===== src/rtl/frame_sched_pkg.sv =====
// Shared timing defaults, arbiter state type and counter-width helper for the
// frame scheduler and its axis counters.
package frame_sched_pkg;

  localparam int DEF_H_RES  = 640;
  localparam int DEF_H_FP   = 16;
  localparam int DEF_H_SYNC = 96;
  localparam int DEF_H_BP   = 48;
  localparam int DEF_V_RES  = 480;
  localparam int DEF_V_FP   = 10;
  localparam int DEF_V_SYNC = 2;
  localparam int DEF_V_BP   = 33;

  typedef enum logic {
    IDLE,
    GRANTED
  } arb_state_t;

  // One extra bit over the total so the negative blanking range fits as signed.
  function automatic int cnt_width(input int total);
    return $clog2(total) + 1;
  endfunction

endpackage


===== src/rtl/sync_counter.sv =====
// One signed display-timing axis: counts -(FP+SYNC+BP) .. RES-1 on step and
// derives the sync level, blanking and the end-of-axis wrap pulse.
module sync_counter
  import frame_sched_pkg::*;
#(
  parameter int RES      = DEF_H_RES,
  parameter int FP       = DEF_H_FP,
  parameter int SYNC     = DEF_H_SYNC,
  parameter int BP       = DEF_H_BP,
  parameter int POLARITY = 0,
  parameter int W        = cnt_width(RES + FP + SYNC + BP)
) (
  input  logic                clk,
  input  logic                reset,
  input  logic                step,
  output logic                wrap,
  output logic                sync,
  output logic                blank,
  output logic signed [W-1:0] count
);

  localparam logic signed [W-1:0] CNT_MIN = W'(-(FP + SYNC + BP));
  localparam logic signed [W-1:0] CNT_MAX = W'(RES - 1);
  localparam logic signed [W-1:0] SYNC_LO = W'(-(SYNC + BP));
  localparam logic signed [W-1:0] SYNC_HI = W'(-BP);

  logic signed [W-1:0] count_q, count_d;
  logic                sync_act;

  always_comb begin
    // NOTE: every combinational output takes a default first, so no path can
    // leave it unassigned and infer a latch.
    count_d = count_q;
    if (step) begin
      count_d = (count_q == CNT_MAX) ? CNT_MIN : count_q + W'(1);
    end
  end

  always_ff @(posedge clk) begin
    // NOTE: state registers use non-blocking assignment so every flop samples
    // pre-edge values regardless of process ordering.
    if (reset) begin
      count_q <= CNT_MIN;
    end else begin
      count_q <= count_d;
    end
  end

  assign sync_act = (count_q >= SYNC_LO) && (count_q < SYNC_HI);
  assign sync     = (POLARITY != 0) ? sync_act : !sync_act;
  assign blank    = count_q[W-1];
  assign wrap     = step && (count_q == CNT_MAX);
  assign count    = count_q;

endmodule


===== src/rtl/frame_scheduler.sv =====
// Frame scheduler: pixel divider, horizontal/vertical timing, shader-start
// pulses and program-memory arbitration that grants the loader in vblank only.
module frame_scheduler
  import frame_sched_pkg::*;
#(
  parameter int H_RES    = DEF_H_RES,
  parameter int H_FP     = DEF_H_FP,
  parameter int H_SYNC   = DEF_H_SYNC,
  parameter int H_BP     = DEF_H_BP,
  parameter int V_RES    = DEF_V_RES,
  parameter int V_FP     = DEF_V_FP,
  parameter int V_SYNC   = DEF_V_SYNC,
  parameter int V_BP     = DEF_V_BP,
  parameter int POLARITY = 0,
  parameter int PIX_DIV  = 4,
  localparam int XW      = cnt_width(H_RES + H_FP + H_SYNC + H_BP),
  localparam int YW      = cnt_width(V_RES + V_FP + V_SYNC + V_BP)
) (
  input  logic                 clk,
  input  logic                 reset,
  input  logic                 enable,
  input  logic                 load_req,
  input  logic                 load_done,
  output logic                 load_grant,
  output logic                 frame_skip,
  output logic                 hsync,
  output logic                 vsync,
  output logic                 blank,
  output logic signed [XW-1:0] x,
  output logic signed [YW-1:0] y,
  output logic                 pix_stb,
  output logic                 shader_start,
  output logic                 line_start,
  output logic                 frame_start
);

  localparam int              DW       = $clog2(PIX_DIV);
  localparam logic [DW-1:0]   DIV_LAST = DW'(PIX_DIV - 1);
  localparam logic signed [YW-1:0] Y_MIN        = YW'(-(V_FP + V_SYNC + V_BP));
  localparam logic signed [YW-1:0] Y_GRANT_MAX  = YW'(-2);
  localparam logic signed [YW-1:0] Y_LAST_BLANK = YW'(-1);

  logic [DW-1:0] div_q, div_d;
  logic          h_blank, v_blank;
  arb_state_t    state_q, state_d;
  logic          skip_q, skip_d;
  logic          grant_window;

  // Pixel divider
  always_comb begin
    div_d = div_q;
    if (enable) begin
      div_d = pix_stb ? '0 : div_q + DW'(1);
    end
  end

  assign pix_stb = enable && (div_q == DIV_LAST);

  sync_counter #(
    .RES(H_RES), .FP(H_FP), .SYNC(H_SYNC), .BP(H_BP),
    .POLARITY(POLARITY), .W(XW)
  ) u_h_counter (
    .clk  (clk),
    .reset(reset),
    .step (pix_stb),
    .wrap (line_start),
    .sync (hsync),
    .blank(h_blank),
    .count(x)
  );

  sync_counter #(
    .RES(V_RES), .FP(V_FP), .SYNC(V_SYNC), .BP(V_BP),
    .POLARITY(POLARITY), .W(YW)
  ) u_v_counter (
    .clk  (clk),
    .reset(reset),
    .step (line_start),
    .wrap (frame_start),
    .sync (vsync),
    .blank(v_blank),
    .count(y)
  );

  assign blank        = h_blank || v_blank;
  assign shader_start = enable && (div_q == '0) && !blank && !skip_q;

  // Granting no later than y == -2 leaves the loader at least one whole blank line.
  assign grant_window = (y >= Y_MIN) && (y <= Y_GRANT_MAX);

  always_ff @(posedge clk) begin
    if (reset) begin
      state_q <= IDLE;
    end else begin
      state_q <= state_d;
    end
  end

  always_comb begin
    state_d = state_q;
    case (state_q)
      IDLE:    if (load_req && grant_window) state_d = GRANTED;
      GRANTED: if (load_done)                state_d = IDLE;
      default: state_d = IDLE;
    endcase
  end

  always_comb begin
    load_grant = (state_q == GRANTED);
  end

  // A loader still holding memory when active video begins costs the whole frame.
  always_comb begin
    skip_d = skip_q;
    if (frame_start) begin
      skip_d = 1'b0;
    end else if (line_start && (y == Y_LAST_BLANK) && (state_q == GRANTED) && !load_done) begin
      skip_d = 1'b1;
    end
  end

  always_ff @(posedge clk) begin
    if (reset) begin
      div_q  <= '0;
      skip_q <= 1'b0;
    end else begin
      div_q  <= div_d;
      skip_q <= skip_d;
    end
  end

  assign frame_skip = skip_q;

endmodule


===== config.mk =====
export PLATFORM = sky130hd
export DESIGN_NAME = frame_scheduler
export DESIGN_NICKNAME = d
export VERILOG_FILES = /design/src/rtl/frame_sched_pkg.sv /design/src/rtl/sync_counter.sv /design/src/rtl/frame_scheduler.sv
export SDC_FILE = /design/constraint.sdc
export NUM_CORES = 1
export LEC_CHECK = 0
export CAP_MARGIN = 20
export CORE_AREA = 2 2 59 88
export DETAILED_ROUTE_END_ITERATION = 8
export DIE_AREA = 0 0 61 90
export SYNTH_ARGS = -nofsm -noshare
export SYNTH_HDL_FRONTEND = slang
export SYNTH_HIERARCHICAL = 1
export SYNTH_SLANG_ARGS = --single-unit
export TNS_END_PERCENT = 20

===== constraint.sdc =====
create_clock -name clk -period 7.65 [get_ports clk]
set_input_delay 2.295 -clock clk [delete_from_list [all_inputs] [get_ports clk]]
set_output_delay 2.295 -clock clk [all_outputs]
set_load 0.02 [all_outputs]

==> run summary, run 1 <==
Clock Sinks - 26
Drt pass-1 iters - 4
Via Count - 1,356
WP buf/inv - 2
R2r startpoint - u_h_counter/count[0]
Placement Rows - 31
Seq/Total Area, Yosys - 36.6%
Footprint of the multi-input gates - 836 um2
Via/cell ratio - 5.10
First-pass GRT wire length - 5870 um
Port Buf Inserts - 35
Share of layout cells above drive strength 1 - 8.00%
R2R setup slack - 5410 ps
TritonCTS clock tree - yes
Initial antenna violation count - 0
Crit path capture type - output port
HPWL after DPL - 2590 um
Fillers - 506
Pwr dens - 124 mW/mm2
GPL Wtd Cong - 0.803
Final period util - 93.6%
WP data arrival - 4860 ps
Congestion Overflow GR - 0
H-Tree Depth - 1
CP max-delay cell - clkdlybuf4s50_1
Post-layout minimum cycle time - 7160 ps
Setup TNS - 0 ps
Mapped cell area - 0.00142 mm2
Number of synthesized flops with an enable pin - 0
CTS Buffer Depth - 2
Clk_lat worst skew - 270 ps
Max Slew Vio Count - 0
ANT cells - 0
Vias in the first global route - 1,257
Reg area - 520 um2
Critical path cell sequence - clkdlybuf4s50_1, and2_1, nand4_1, nor2_1, and3_1, nand4_1, nor4_1, clkdlybuf4s50_1
Syn_area_per_cell - 8.62 um2
Worst Path Required - 5360 ps
Setup CP Type - in2out
Die span in y - 90 um
Pleak - 0.678 nW
Worst slack, placed - 509 ps
Cts hold-fix bufs - 0
Final worst slack - 491 ps
Critical path's top delay family - simple AND/OR/NAND/NOR gates
Post-synth top flop - dfxtp_1
Min-delay src - frame_skip
Flops & latches, synth - 26
Cell count along the critical path - 8
Max Cap Violations - 0
# setup viols final - 0
Core area - 0.00477 mm2
CTS root buf - clkbuf_8
Post-Synthesis Cells - 165
ANT nets after route - 0
Critical path peak fanout - 5
DP Area - 0.00184 mm2
Worst Hold Path EP - frame_skip
DRC Markers - 0
Worst hold path type - reg2reg
Worst VDD drop - 0.0621 mV
Pin count of the biggest net entering global routing - 14
DR WL/cell - 13.4 um
Num CTS Buffers - 3
# resized after CTS - 0
Starting Density - 29.8%
Worst r2r dst - u_v_counter/count[9]
Io pins - 36
Netlist cell types - 47
Max stage delay on crit path - 710 ps
Post-CTS Setup Bufs - 0
Final #Nets - 213
Endpoints failing hold - 0
Hold Path Cell Cnt - 1
Initial DRC count - 68
Post-Syn Nets - 176
Final instance area - 0.00188 mm2
GRT Overall Usage - 13.6%
Post-Route Skew - 3.49 ps
P&R area growth vs syn - 32.1%
Hold slack - 513 ps
Clock Pin Slew Worst Setup and Hold Paths - 90 ps
Yosys Warn Count - 6
RSZ-0062 raised after global routing - no
Slew Limit Headroom - 62.6%
Reg2reg path depth - 8
Max Freq - 140 MHz
Die area - 0.00549 mm2
Routed WL - 3570 um
Slew @ Worst Pin - 556 ps
Status - complete, no violations
Async SR Flop Fraction - 0%
Most frequent cells in the layout - clkdlybuf4s50_1, dfxtp_1, nand3_1
Most common cell after layout, fill and taps aside - clkdlybuf4s50_1
DIE WIDTH - 61 um
Startpoint types - input pin
## stage by stage
stage                     util (%)  power, mW  cells
after floorplan                  -      0.151    165
after global placement        38.5      0.158    263
after detailed placement      38.5      0.158    263
after CTS                     39.4      0.236    266
after global routing          39.4      0.242    266
final                         39.4      0.233    266
## worst reg2reg max path: stages (launching register included)
cell	delay, ps
dfxtp_1	470
ha_1	230
nand4_1	140
nor2_1	140
and3_1	190
buf_4	150
nand4_1	270
or4_1	500
nand3_1	90
## cell usage after synthesis, types with 6 or more instances
cell | count | area [um2]
dfxtp_1 | 26 | 521
ha_1 | 6 | 75.1
inv_1 | 9 | 33.8
nand2_1 | 13 | 48.8
nand3_1 | 15 | 75.1
nand4_1 | 7 | 43.8
nor2_1 | 13 | 48.8
o21ai_0 | 7 | 35.0
o31ai_1 | 6 | 45.0
or4_1 | 6 | 45.0
## worst max path at each step
stage,start,slack (ps),to
after CTS,enable,500,frame_start
final,enable,490,frame_start
after floorplan,enable,860,frame_start
after global placement,enable,570,frame_start
after detailed placement,enable,510,frame_start
after global routing,enable,290,frame_start
## where the power goes
| group | switching [mW] | total [mW] | leakage, nW | internal, mW |
|---|---|---|---|---|
| Clock | 0.0422 | 0.0775 | 0.0216 | 0.0353 |
| Combinational | 0.00745 | 0.0155 | 0.445 | 0.00806 |
| Sequential | 0.00246 | 0.140 | 0.211 | 0.137 |
| Total | 0.0521 | 0.233 | 0.678 | 0.180 |
## per-layer routing
layer | track usage [%] | up-vias | wire length [um]
met5 | 0 | - | 0
met4 | 4.89 | 0 | 31
met3 | 2.45 | 2 | 192
met2 | 22.0 | 39 | 1720
met1 | 17.5 | 634 | 1630
li1 | - | 681 | -
## cells by family (layout without fill, tap and decap cells)
| logic type | Yosys count | count (layout) | share of synthesized area [%] |
|---|---|---|---|
| xor gates and xnor gates | 7 | 7 | 4.31 |
| adders and majority gates | 6 | 6 | 5.28 |
| buffers and inverters | 14 | 49 | 4.66 |
| AOI/OAI and AO/OA | 28 | 28 | 13.6 |
| muxes | 3 | 3 | 2.20 |
| and+or+nand+nor | 81 | 81 | 33.3 |
| DFF | 26 | 26 | 36.6 |
## area by class of cell
class | count | share of cell area (%)
Clock buffer | 3 | 2.20
Inverter | 9 | 1.80
Multi-Input combinational cell | 125 | 44.5
Sequential cell | 26 | 27.7
Tap cell | 66 | 4.39
Timing Repair Buffer | 37 | 19.4
## state kept, by name, summed over array words and instances, names as in the netlist
name	flops
frame_skip	1
div_q	2
u_h_counter/count	11
u_v_counter/count	11
load_grant	1
(Power assumes the default switching activity.)
==> run 2: changes to the inputs <==
Settings changed: CAP_MARGIN 20 to 30, CORE_AREA 2 2 59 88 to 2 2 60 90, DIE_AREA 0 0 61 90 to 0 0 62 92, SYNTH_HIERARCHICAL 1 to default.
==> run 2 against run 1 <==
Against the previous run:
- clock skew increased by 2.5 ps
- cell count increased by 4.1%
- global-route usage increased by 0.76 points
- power increased by 4.0%
- first-iteration DRC count decreased by 15%
- register-to-register slack got worse by 20 ps
- synthesized cell count increased by 7.3%
- flip-flop and latch count unchanged
- clock-buffer cell count increased by 1
- synthesized area increased by 3.3%
- non-clock buffer count decreased by 2
- critical path depth decreased by 3
- critical endpoint is now line_start
- largest cell class unchanged
==> run summary, run 2 <==
Cell count along the critical path - 5 (-3)
Endpoints failing hold - 0 (unchanged)
Post-Syn Nets - 188 (+6.8%)
Placement Rows - 32 (+3.2%)
Via Count - 1,392 (+2.7%)
Clock Sinks - 26 (unchanged)
Critical path's top delay family - buffers and inverters
P&R area growth vs syn - 27.9%
Io pins - 36 (unchanged)
Netlist cell types - 35 (-26%)
Pwr Total - 0.242 mW (+4.0%)
Initial antenna violation count - 0 (unchanged)
Worst hold path type - reg2reg
Reg2reg path depth - 5 (-3)
Final #Nets - 221 (+3.8%)
Most frequent cells in the layout - clkdlybuf4s50_1, dfxtp_1, nand2_1, nand3_1, nor2_1
WP buf/inv - 3 (+1)
Post-Layout Cell Count - 277 (+4.1%)
Largest family of logic cells by synthesized area - simple AND/OR/NAND/NOR gates
Max Cap Violations - 0 (unchanged)
Post-layout minimum cycle time - 6890 ps (-269 ps)
Die span in y - 92 um (+2.2%)
CTS root buf - clkbuf_8
DRC Markers - 0 (unchanged)
Met2 GRT Util - 23.3% (+1.3 points)
TritonCTS clock tree - yes
Yosys top cell area share - 35.4% (-1.2 points)
Slew @ Worst Pin - 463 ps (-93.3 ps)
Most Crowded Layer GR - met2
Compound-cell area share of the yosys netlist - 10.2% (-3.4 points)
# resized after CTS - 0 (unchanged)
Clk_lat worst skew - 270 ps (about the same)
H-Tree Depth - 1 (unchanged)
Max stage delay on crit path - 740 ps (+30 ps)
Routed WL - 3780 um (+6.0%)
Max Slew Vio Count - 0 (unchanged)
Yosys Warn Count - 0 (-6)
Post-Route Skew - 5.94 ps (+2.45 ps)
CTS Buffer Depth - 2 (unchanged)
Worst r2r dst - u_v_counter.count[5]
Share of layout cells above drive strength 1 - 4.78% (-3.2 points)
HPWL after DPL - 2820 um (+8.8%)
End of the critical path - line_start
RSZ-0062 raised after global routing - no
M1 GR Usage - 18.0% (+0.46 points)
ANT cells - 0 (unchanged)
Vias in the first global route - 1,282 (+2.0%)
Async SR Flop Fraction - 0% (unchanged)
Most instantiated library cell after synthesis - dfxtp_1
GRT Overall Usage - 14.3% (+0.76 points)
Post-Synthesis Cells - 177 (+7.3%)
Die area - 0.00570 mm2 (+3.9%)
Post-Synth Simple-Gate Area - 34.3% (+0.96 points)
Syn_area_per_cell - 8.31 um2 (-3.7%)
Inst Count DP - 273 (+3.8%)
# setup viols final - 0 (unchanged)
Clock Pin Slew Worst Setup and Hold Paths - 90 ps (about the same)
Final worst slack - 760 ps (+269 ps)
Setup CP Type - in2out
Core area - 0.00500 mm2 (+4.9%)
Pleak - 0.693 nW (+2.3%)
Via/cell ratio - 5.03 (-1.4%)
CP max-delay cell - or4_2
CP Launch Point - enable
Port Buf Inserts - 35 (unchanged)
Pin count of the biggest net entering global routing - 15 (+1)
Critical path peak fanout - 7 (+2)
Worst Path Required - 5360 ps (about the same)
Flops & latches, synth - 26 (unchanged)
Synth area leaders - dfxtp_1, nand3_1, ha_1
Xor/xnor share of the synthesized area - 6.55% (+2.2 points)
GPL Wtd Cong - 0.833 (+3.7%)
Most frequent cells after synthesis - dfxtp_1, nand2_1, nand3_1, nor2_1
Area leader, netlist - dfxtp_1
Grt met3 use - 1.69% (-0.75 points)
ANT nets after route - 0 (unchanged)
Max Freq - 145 MHz (+3.9%)
Slew Limit Headroom - 69.1% (+6.5 points)
Worst VDD drop - 0.0568 mV (-8.5%)
Cell repeated most along the worst path - clkdlybuf4s50_1
Status - complete, no violations
Congestion Overflow GR - 0 (unchanged)
Seq/Total Area, Yosys - 35.4% (-1.2 points)
Final period util - 90.1% (-3.5 points)
WP data arrival - 4590 ps (-270 ps)
DR WL/cell - 13.6 um (+1.8%)
Post-synth top flop - dfxtp_1
Worst slack, placed - 776 ps (+267 ps)
Most common cell after layout, fill and taps aside - clkdlybuf4s50_1
Startpoint types - input pin
R2R setup slack - 5390 ps (-20 ps)
Critical path cell sequence - clkdlybuf4s50_1, nand2_1, or4_2, inv_1, clkdlybuf4s50_1
First-pass GRT wire length - 6200 um (+5.6%)
Mapped cell area - 0.00147 mm2 (+3.3%)
Drt pass-1 iters - 5 (+1)
Min-delay src - u_h_counter.count[1]
Post-synthesis mux area share - 0.681% (-1.5 points)
Initial DRC count - 58 (-15%)
DIE WIDTH - 62 um (+1.6%)
Starting Density - 29.4% (-0.44 points)
Post-CTS Setup Bufs - 0 (unchanged)
Pwr dens - 129 mW/mm2 (+3.9%)
R2r startpoint - u_h_counter.count[0]
Hold slack - 507 ps (-5.90 ps)
Num CTS Buffers - 3 (unchanged)
Setup TNS - 0 ps (unchanged)
Cts hold-fix bufs - 0 (unchanged)
Number of synthesized flops with an enable pin - 0 (unchanged)
Adder-cell share of the synthesized area - 5.11% (-0.17 points)
Crit path capture type - output port
run 2: cell types whose count changed in the layout (fill, tap and decap cells not counted), sizes merged, moves of 3 or more:
| cell | change |
|---|---|
| nand3 | +5 |
| nor3 | +4 |
| nor3b | -3 |
| xnor2 | +4 |
| nand2 | +7 |
| nand4 | -3 |
| or4 | +4 |
| nand4b | +3 |
run 2: worst min-delay path, delay by kind of cell, from the launching register on:
family	cells	cell delay (ps)
flops	1	350
simple gates	1	60
compound gates	1	60
run 2: how the worst min path moves through the flow:
stage | endpoint | slack, ps | cells after the start
after floorplan | div_q[1] | 490 | 2
after global placement | frame_skip | 500 | 1
after detailed placement | frame_skip | 500 | 1
after CTS | u_h_counter.count[1] | 520 | 2
after global routing | frame_skip | 540 | 1
final | u_h_counter.count[1] | 510 | 2
run 2: layout make-up:
cell class	instances	area [um2]
Inverter	9	33.8
Tap cell	68	85.1
Fill cell	524	3120
Multi-Input combinational cell	135	836
Clock buffer	4	55.1
Timing Repair Buffer	35	350
Sequential cell	26	520
run 2: stage by stage:
stage	util (%)	cell area, um2
after floorplan	-	1470
after global placement	36.5	1830
after detailed placement	36.5	1830
after CTS	37.6	1880
after global routing	37.6	1880
final	37.6	1880
run 2: metal layers:
metal | up-vias | wire length, um
met3 | 4 | 74
met2 | 20 | 1960
li1 | 705 | -
met5 | - | 0
met1 | 663 | 1690
met4 | 0 | 61
run 2: power by group:
part	switching (mW)	total [mW]	internal (mW)
combinational	0.00685	0.0124	0.00559
clock	0.0455	0.0916	0.0461
sequential	0.00119	0.138	0.137
run 2: cells by family after synthesis:
| logic type | after synthesis |
|---|---|
| AND/OR/NAND/NOR | 93 |
| AO/OA/AOI/OAI | 24 |
| multiplexers | 1 |
| buffers and inverters | 16 |
| flip-flops | 26 |
| adder cells (fa/ha/maj) | 6 |
| XOR/XNOR | 11 |
==> run 3: changes to the inputs <==
Settings changed: SLEW_MARGIN from default to 20.
==> results of run 3 <==
Final layout, timing and power as in run 2 (identical DEF).
